## src/rtl/rom_bus_controller.sv

```systemverilog
// ROM-side sequencer for the 4-bit multiplexed CPU bus: follows the 8-phase frame, fetches a byte
// from the attached ROM, drives the opcode nibbles back, and services SRC/WRR/RDR on its I/O port.
module rom_bus_controller #(
  parameter logic [3:0] CHIP_ID = 4'h0
) (
  input  logic       clock,
  input  logic       reset,
  input  logic [3:0] data_i,
  output logic [3:0] data_o,
  output logic       data_en,
  input  logic       sync,
  input  logic       rom_cmd,
  output logic [7:0] mem_addr,
  output logic       mem_rd,
  input  logic [7:0] mem_data,
  input  logic [3:0] io_in,
  output logic [3:0] io_out
);

  typedef enum logic [2:0] {
    PH_A1, PH_A2, PH_A3, PH_M1, PH_M2, PH_X1, PH_X2, PH_X3
  } phase_e;

  phase_e     phase_q, phase_d;
  logic       synced_q;
  logic [7:0] addr_q;
  logic       sel_q;
  logic [7:0] byte_q;
  logic [3:0] opr_q;
  logic [3:0] opa_q;
  logic       io_op_q;
  logic       src_match_q;
  logic [3:0] io_out_q;

  logic chip_hit;
  logic rd_now;
  logic io_x2;
  logic rdr_now;
  logic wrr_now;

  assign chip_hit = (data_i == CHIP_ID);
  assign rd_now   = synced_q && (phase_q == PH_A3) && chip_hit;
  // I/O decisions use the src_match held before any SRC landing in this same X2
  assign io_x2    = synced_q && (phase_q == PH_X2) && io_op_q && src_match_q;
  assign rdr_now  = io_x2 && (opa_q == 4'hA);
  assign wrr_now  = io_x2 && (opa_q == 4'h2);

  assign mem_rd   = rd_now;
  assign mem_addr = (synced_q && (phase_q == PH_A3)) ? addr_q : 8'h00;
  assign io_out   = io_out_q;

  always_comb begin
    data_en = 1'b0;
    data_o  = 4'h0;
    if (synced_q) begin
      case (phase_q)
        PH_M1: if (sel_q) begin
          data_en = 1'b1;
          data_o  = mem_data[7:4];
        end
        PH_M2: if (sel_q) begin
          data_en = 1'b1;
          data_o  = byte_q[3:0];
        end
        PH_X2: if (rdr_now) begin
          data_en = 1'b1;
          data_o  = io_in;
        end
        default: ;
      endcase
    end
  end

  always_comb begin
    phase_d = phase_q;
    if (sync) begin
      phase_d = PH_A1;
    end else if (synced_q) begin
      phase_d = phase_e'(phase_q + 3'd1);
    end
  end

  always_ff @(posedge clock or posedge reset) begin
    if (reset) begin
      phase_q     <= PH_A1;
      synced_q    <= 1'b0;
      addr_q      <= 8'h00;
      sel_q       <= 1'b0;
      byte_q      <= 8'h00;
      opr_q       <= 4'h0;
      opa_q       <= 4'h0;
      io_op_q     <= 1'b0;
      src_match_q <= 1'b0;
      io_out_q    <= 4'h0;
    end else begin
      phase_q <= phase_d;
      // A sync abandons the current frame: no end-of-phase action is taken this cycle
      if (sync) begin
        synced_q <= 1'b1;
        sel_q    <= 1'b0;
        io_op_q  <= 1'b0;
      end else if (synced_q) begin
        case (phase_q)
          PH_A1: addr_q[3:0] <= data_i;
          PH_A2: addr_q[7:4] <= data_i;
          PH_A3: sel_q <= rd_now;
          PH_M1: begin
            opr_q <= data_i;
            if (sel_q) byte_q <= mem_data;
          end
          PH_M2: begin
            opa_q   <= data_i;
            io_op_q <= rom_cmd && (opr_q == 4'hE);
          end
          PH_X2: begin
            if (wrr_now) io_out_q <= data_i;
            if (rom_cmd) src_match_q <= chip_hit;
          end
          default: ;
        endcase
      end
    end
  end

endmodule

```

## config.mk

```make
export PLATFORM = sky130hd
export DESIGN_NAME = rom_bus_controller
export DESIGN_NICKNAME = d
export VERILOG_FILES = /design/src/rtl/rom_bus_controller.sv
export SDC_FILE = /design/constraint.sdc
export NUM_CORES = 1
export LEC_CHECK = 0
export CORE_UTILIZATION = 44
export CTS_CLUSTER_SIZE = 12
export DETAILED_ROUTE_END_ITERATION = 10
export PLACE_DENSITY = 0.73
export SETUP_SLACK_MARGIN = 0.1
export SKIP_LAST_GASP = 1
export SYNTH_ARGS = -nofsm -noshare
export SYNTH_HDL_FRONTEND = slang
export SYNTH_SLANG_ARGS = --single-unit
```

## constraint.sdc

```tcl
create_clock -name clock -period 1.6 [get_ports clock]
set_input_delay 0.24 -clock clock [delete_from_list [all_inputs] [get_ports clock]]
set_output_delay 0.24 -clock clock [all_outputs]
set_load 0.01 [all_outputs]
```

==> summary.md, run 1 <==
| Metric | Value |
|---|---|
| GR Overflow Total | 0 |
| Critical path class | flop to output pin |
| Slew @ Worst Pin | 0.384 ns |
| Mapped Nets | 160 |
| Peak supply drop | 0.000767 V |
| Reg area | 776 µm² |
| RSZ-0062 raised after global routing | true |
| Area delta synth->final | 65.0% |
| Register clock-pin slew on the reported worst setup and hold paths | 0.10 ns |
| Starting DRT DRC Count | 25 |
| Vias per cell | 5.44 |
| Final hold viol count | 0 |
| CTS Buffer Depth | 2 |
| CP startpoint kind | flop |
| H-Tree Depth | 2 |
| Starting Density | 46.8% |
| Pin count of the biggest net entering global routing | 32 |
| Cell count after synthesis | 135 |
| First-pass GRT wire length | 7.75 mm |
| Max_cap viols | 0 |
| Power Total | 2.33 mW |
| Crit-path slowest cell | dfrtp_1 |
| CP Cell Sequence | ha_2 > ha_4 > a32o_2 > o2111ai_4 > o31ai_2 > buf_2 |
| WL final | 4.63 mm |
| Antenna violations before repair | 0 |
| Worst Path Required | 1.36 ns |
| Share of the synthesized area in the top cell type | 48.6% |
| Worst-Skew Late Latency | 0.34 ns |
| Nets | 235 |
| GR peak layer | met2 |
| Ratio of cells with drive above 1 in the final layout | 58.8% |
| Die Height | 62.3 µm |
| P_leak | 1.33 nW |
| Post-DP HPWL | 2.88 mm |
| Remaining antenna violation count | 0 |
| Final Non-Filler Cells | 257 |
| Hold Buf Count CTS | 0 |
| Met1 Use GR | 27.8% |
| Core Util, Final | 77.2% |
| Crit path launch | phase_q[0] |
| Synth cell types | 32 |
| Grt met3 use | 7.72% |
| Ports | 38 |
| Synth Register Bits | 31 |
| Total GRT Usage | 26.2% |
| Fillers | 229 |
| Final period util | 124% |
| Max-slew headroom | 74.4% |
| DR vias | 1397 |
| Die Wd | 62.3 µm |
| Drc violations | 0 |
| Pwr Density | 885 mW/mm² |
| Syn Std Cell Area | 0.00160 mm² |
| Post-route minimum period | 1.99 ns |
| Worst setup EP type | output pin |
| Clock Sinks | 31 |
| Die area | 0.00388 mm² |
| Worst Path Arrival | 1.75 ns |
| Seq/Total Area, Yosys | 48.6% |
| Yosys warning count | 0 |
| Setup Skew | 0.00923 ns |
| Status | finished with violations |
| Drt wl/cell | 18.0 µm |
| First-pass DRT Iterations | 4 |
| Largest cells by area after synthesis | dfrtp_1 (49%), mux2_2 (18%), ha_1 (3.9%) |
| Worst-path fanout max | 7 |
| Clock root buffer | clkbuf_4 |
| PnR worst setup slack | -0.389 ns |
| Syn Area/Cell | 11.8 µm² |
| Core area | 0.00342 mm² |
| Final setup violation count | 35 |
| I/O Buffers | 37 |
| TritonCTS clock tree | yes |
| Hold/Removal Path Class | primary input to asynchronous set/reset pin |
| Cell Rows | 21 |
| Cell total after placement | 238 |
| CTS Buf Count | 5 |
| Failing checks | negative setup slack |
| ANT cells | 0 |
| FF-to-FF Start | synced_q |
| Pins over their slew limit | 0 |
| Max incr delay on CP | 0.42 ns |
| Multi-input logic area | 0.00106 mm² |
| Gpl congestion | 0.825 |
| Synth area leader | dfrtp_1 |
| Vias in the first global route | 1626 |
| Max Clock Freq | 503 MHz |
| Met2 usage | 46.2% |
==> state kept, by name, indices dropped and copies added (netlist names) <==
signal / flops
io_out: 4
sel_q: 1
byte_q: 4
synced_q: 1
opr_q: 4
opa_q: 4
io_op_q: 1
phase_q: 3
addr_q: 8
src_match_q: 1
==> synthesized netlist by cell type <==
cell type / instances
nor2_1: 5
buf_6: 1
buf_2: 2
xnor2_1: 1
a211oi_1: 1
or3b_4: 1
a21boi_0: 1
or3_1: 1
nor4_4: 1
a32o_1: 4
and2_1: 9
nor3b_1: 1
nor4_1: 1
or3b_1: 1
and4b_1: 2
a21o_1: 1
mux2i_1: 2
o2111ai_1: 4
clkbuf_1: 6
and3_1: 2
a21oi_1: 1
nand2_1: 8
and3b_1: 1
nand3_1: 5
nand4_1: 1
dfrtp_1: 31
mux2_2: 25
ha_1: 5
or2_2: 1
o31ai_1: 4
inv_1: 4
nor2b_1: 2
==> logic make-up (layout without fill, tap and decap cells) <==
group           after synthesis  count (layout)  synth area share (%)
compound gates               16              16                  8.30
xor+xnor                      1               1                 0.548
fa+ha+maj                     5               5                  3.92
buf+inv                      13              88                  3.68
flops                        31              31                  48.6
mux                          27              27                  18.9
simple gates                 42              43                  16.1
==> metal layers <==
layer	part of all wire [%]	wire (µm)	vias to the layer above
met3	4.5	210	14
met4	3.6	165	0
met2	52	2400	46
met1	40	1850	694
li1	-	-	643
met5	0	0	-
==> through the flow <==
step	hold WS [ns]	worst slack, ns	setup TNS [ns]	area [µm²]
floorplan	0.344	-0.0181	-0.107	1650
global placement	0.483	-0.465	-10.53	2230
detailed placement	0.487	-0.539	-12.24	2230
CTS	0.279	-0.380	-6.30	2550
global route	0.299	-0.496	-8.14	2640
finish	0.262	-0.389	-5.71	2640
==> where the power goes <==
part / internal, mW / switching [mW]
clock network: 0.369 / 0.276
registers: 0.933 / 0.101
logic: 0.412 / 0.242
total: 1.71 / 0.620
==> path summary, 6_finish.rpt <==
path	depth (start not counted)	to	slack (ns)
worst max-delay path	6	data_o[0]	-0.39
worst min-delay path	3	byte_q[3]	0.26
worst max register to register	5	io_out[2]	-0.18
worst min register to register	1	addr_q[4]	0.51
max in group asynchronous	3	phase_q[0]	1.05
min in group clock	1	addr_q[4]	0.51
==> timing repair <==
| action | CTS | global route |
|---|---|---|
| gates resized for setup | 113 | 20 |
| setup endpoints to repair | 41 | 45 |
| gates cloned | 1 | 0 |
| endpoints found under the hold margin | 0 | 0 |
| setup buffers | 8 | 3 |
| pin swaps | 14 | 8 |
==> worst max-delay path: cells and delay by family, from the launching register on <==
kind                     cells  cell delay, ns
AO/OA/AOI/OAI                3            0.45
flip-flops                   1            0.42
adder cells (fa/ha/maj)      2            0.40
buffers and inverters        1            0.15
==> area by class of cell <==
type / count / share of cell area [%]
inverter: 4 / 0.570
clock buffer: 6 / 1.95
sequential: 31 / 29.4
tap: 46 / 2.18
timing repair buffer: 76 / 24.3
clock inverter: 2 / 1.33
multi-input combinational: 92 / 40.2
==> placed cells by master, fill, tap and decap left out, types with 5 or more instances in the layout <==
master / count
and2_1: 6
buf_2: 14
buf_4: 29
buf_6: 10
clkbuf_4: 5
clkdlybuf4s50_1: 19
dfrtp_1: 31
mux2_2: 5
mux2_4: 20
nand2_1: 7
nand3_4: 5
(Power assumes the default switching activity.)
==> inputs of run 2 (changes only) <==
--- a/config.mk
+++ b/config.mk
@@ -9,6 +9,7 @@
 export CTS_CLUSTER_SIZE = 12
 export DETAILED_ROUTE_END_ITERATION = 10
 export PLACE_DENSITY = 0.73
+export REMOVE_ABC_BUFFERS = 1
 export SETUP_SLACK_MARGIN = 0.1
 export SKIP_LAST_GASP = 1
 export SYNTH_ARGS = -nofsm -noshare
==> run 2 against run 1 <==
Against the previous run: the flow still finishes with violations (negative setup slack); die area unchanged; hold slack improved by 0.019 ns; clock-buffer cell count unchanged; non-clock buffer count increased by 5; total power decreased by 4.1%; sequential cell count unchanged; clock skew decreased by 0.0033 ns; sequential power about the same; sequential share of layout area decreased by 1.1 points; core utilization increased by 3.5 points; critical path type unchanged; largest cell class unchanged.
==> summary.md, run 2 (synthesized netlist as in run 1, its figures left out) <==
| Metric | Value |
|---|---|
| Slew @ Worst Pin | 0.419 ns (+0.0347 ns) |
| Starting Density | 46.8% (unchanged) |
| Ratio of cells with drive above 1 in the final layout | 60.9% (+2.2 points) |
| Register clock-pin slew on the reported worst setup and hold paths | 0.10 ns (about the same) |
| CP delay by family, top | flip-flops |
| Worst Path Arrival | 1.86 ns (+0.11 ns) |
| CP startpoint kind | flop |
| Reg2Reg Capture Point | sel_q |
| Most common cell after layout, fill and taps aside | buf_4 |
| Ports | 38 (unchanged) |
| RSZ-0062 raised after global routing | true |
| Most frequent cells in the layout | buf_4 (30), dfrtp_1 (28), mux2_4 (24) |
| CTS Buffer Depth | 2 (unchanged) |
| FF-to-FF path depth | 10 (+5) |
| Pins over their slew limit | 0 (unchanged) |
| Die area | 0.00388 mm² (unchanged) |
| Max incr delay on CP | 0.48 ns (+0.06 ns) |
| Worst-path fanout max | 7 (unchanged) |
| Clock root buffer | clkbuf_4 |
| Final Non-Filler Cells | 261 (+1.6%) |
| Hold/Removal Path Class | primary input to asynchronous set/reset pin |
| Cell Rows | 21 (unchanged) |
| PnR worst setup slack | -0.496 ns (-0.107 ns) |
| Worst-Skew Late Latency | 0.33 ns (about the same) |
| First-pass GRT wire length | 7.19 mm (-7.2%) |
| Setup Skew | 0.00597 ns (-0.00326 ns) |
| Max_cap viols | 0 (unchanged) |
| Die Height | 62.3 µm (unchanged) |
| Reg with most FFs | addr_q |
| Post-route minimum period | 2.10 ns (+0.107 ns) |
| Max-slew headroom | 71.8% (-2.6 points) |
| Final hold viol count | 0 (unchanged) |
| TritonCTS clock tree | yes |
| ANT cells | 0 (unchanged) |
| Nets | 240 (+2.1%) |
| Pin count of the biggest net entering global routing | 32 (unchanged) |
| Cell total after placement | 233 (-2.1%) |
| Starting DRT DRC Count | 49 (+96%) |
| Crit-path slowest cell | dfrtp_2 |
| Failing checks | negative setup slack |
| GR Overflow Total | 0 (unchanged) |
| Drc violations | 0 (unchanged) |
| DR vias | 1420 (+1.6%) |
| WL final | 5.07 mm (+9.5%) |
| Vias in the first global route | 1514 (-6.9%) |
| Critical path class | flop to output pin |
| Worst Path Required | 1.36 ns (about the same) |
| Cell area after layout | 0.00276 mm² (+4.6%) |
| CTS Buf Count | 5 (unchanged) |
| Core area | 0.00342 mm² (unchanged) |
| Peak supply drop | 0.000663 V (-14%) |
| Antenna violations before repair | 0 (unchanged) |
| FF-to-FF Start | phase_q[0] |
| I/O Buffers | 37 (unchanged) |
| Max Clock Freq | 477 MHz (-5.1%) |
| Final period util | 131% (+6.7 points) |
| Die Wd | 62.3 µm (unchanged) |
| Gpl congestion | 0.834 (+1.1%) |
| P_leak | 1.36 nW (+2.6%) |
| Clock Sinks | 31 (unchanged) |
| R2R Setup Slk | -0.21 ns (-0.03 ns) |
| Remaining antenna violation count | 0 (unchanged) |
| Status | finished with violations |
| Fillers | 203 (-11%) |
| Post-DP HPWL | 2.65 mm (-7.8%) |
| CP Cell Sequence | ha_4 > ha_4 > buf_6 > o2111ai_1 > o31ai_2 > buf_2 |
| Worst setup EP type | output pin |
| Vias per cell | 5.44 (about the same) |
| Drt wl/cell | 19.4 µm (+7.8%) |
| First-pass DRT Iterations | 4 (unchanged) |
| Most common cell on crit path | ha_4 |
| Max reg flops | 8 (unchanged) |
| Final setup violation count | 26 (-26%) |
| Total GRT Usage | 24.2% (-2.0 points) |
| H-Tree Depth | 2 (unchanged) |
| Pwr Density | 812 mW/mm² (-8.3%) |
| Power Total | 2.24 mW (-4.1%) |
| DP Area | 0.00216 mm² (-3.0%) |
| Area delta synth->final | 72.5% |
| CP bufs+invs | 2 (+1) |
## run 2: cell types whose count changed in the layout (fill, tap and decap cells not counted), moves of 3 or more
| cell | delta |
|---|---|
| buf_6 | +10 |
| buf_2 | -8 |
| and2_1 | -5 |
| and2_4 | +5 |
| mux2_2 | -4 |
| mux2_4 | +4 |
| a32o_1 | +3 |
| a32o_2 | -3 |
| dfrtp_1 | -3 |
| dfrtp_2 | +3 |
## run 2: metrics by stage
step	setup WS (ns)	utilization [%]	setup TNS, ns	hold slack, ns
after global routing	-0.600	80.7	-8.26	0.346
final	-0.496	80.7	-6.34	0.280
after floorplan	-0.121	-	-0.673	0.303
after global placement	-0.501	63.3	-10.80	0.485
after detailed placement	-0.608	63.3	-12.21	0.487
after CTS	-0.386	72.6	-4.61	0.294
## run 2: how the worst max path moves through the flow
stage | slack [ns] | endpoint | cells past startpoint | from
after floorplan | -0.12 | io_out[0] | 3 | synced_q
after global placement | -0.50 | data_o[1] | 6 | phase_q[0]
after detailed placement | -0.61 | data_o[0] | 5 | phase_q[0]
after CTS | -0.39 | data_o[0] | 6 | phase_q[0]
after global routing | -0.60 | data_o[1] | 6 | phase_q[0]
final | -0.50 | data_o[3] | 6 | phase_q[1]
## run 2: per-layer routing
metal,up-vias,share of wire [%],track usage [%],wire [µm]
met4,0,1.1,8.14,54
met1,707,41,28.8,2090
met2,59,53,42.4,2670
met3,6,5.0,6.07,252
li1,648,-,-,-
met5,-,0,0,0
## run 2: where the power goes
group          switching (mW)  total (mW)  internal, mW
clock network           0.267       0.470         0.203
logic                   0.252       0.717         0.465
registers               0.116        1.05         0.935
## run 2: final cells by class
| type | instances | area [µm²] | share of cell area (%) |
|---|---|---|---|
| timing repair buffer | 81 | 761 | 27.6 |
| multi-input combinational | 92 | 1080 | 39.4 |
| clock inverter | 1 | 5.00 | 0.182 |
| sequential | 31 | 779 | 28.3 |
| clock buffer | 6 | 51.3 | 1.86 |
| tap | 46 | 57.6 | 2.09 |
| inverter | 4 | 17.5 | 0.635 |
## run 2: worst register-to-register path: cells and delay by family (launching register included)
family	cells	cell delay [ns]
adder cells (fa/ha/maj)	1	0.17
buffers and inverters	6	0.67
flip-flops	1	0.46
multiplexers	1	0.13
AND/OR/NAND/NOR	2	0.29
## run 2: repair_timing
| item | CTS | global route |
|---|---|---|
| setup endpoints to repair | 41 | 45 |
| gates resized for setup | 118 | 45 |
| setup buffers | 11 | 11 |
| pin swaps | 17 | 9 |
| gates cloned | 1 | 0 |
| hold buffers | 0 | 0 |
==> inputs of run 3 (changes only) <==
--- a/config.mk
+++ b/config.mk
@@ -12,6 +12,7 @@
 export REMOVE_ABC_BUFFERS = 1
 export SETUP_SLACK_MARGIN = 0.1
 export SKIP_LAST_GASP = 1
+export SLEW_MARGIN = 20
 export SYNTH_ARGS = -nofsm -noshare
 export SYNTH_HDL_FRONTEND = slang
 export SYNTH_SLANG_ARGS = --single-unit
==> results of run 3 <==
Final layout, timing and power as in run 2 (identical DEF).
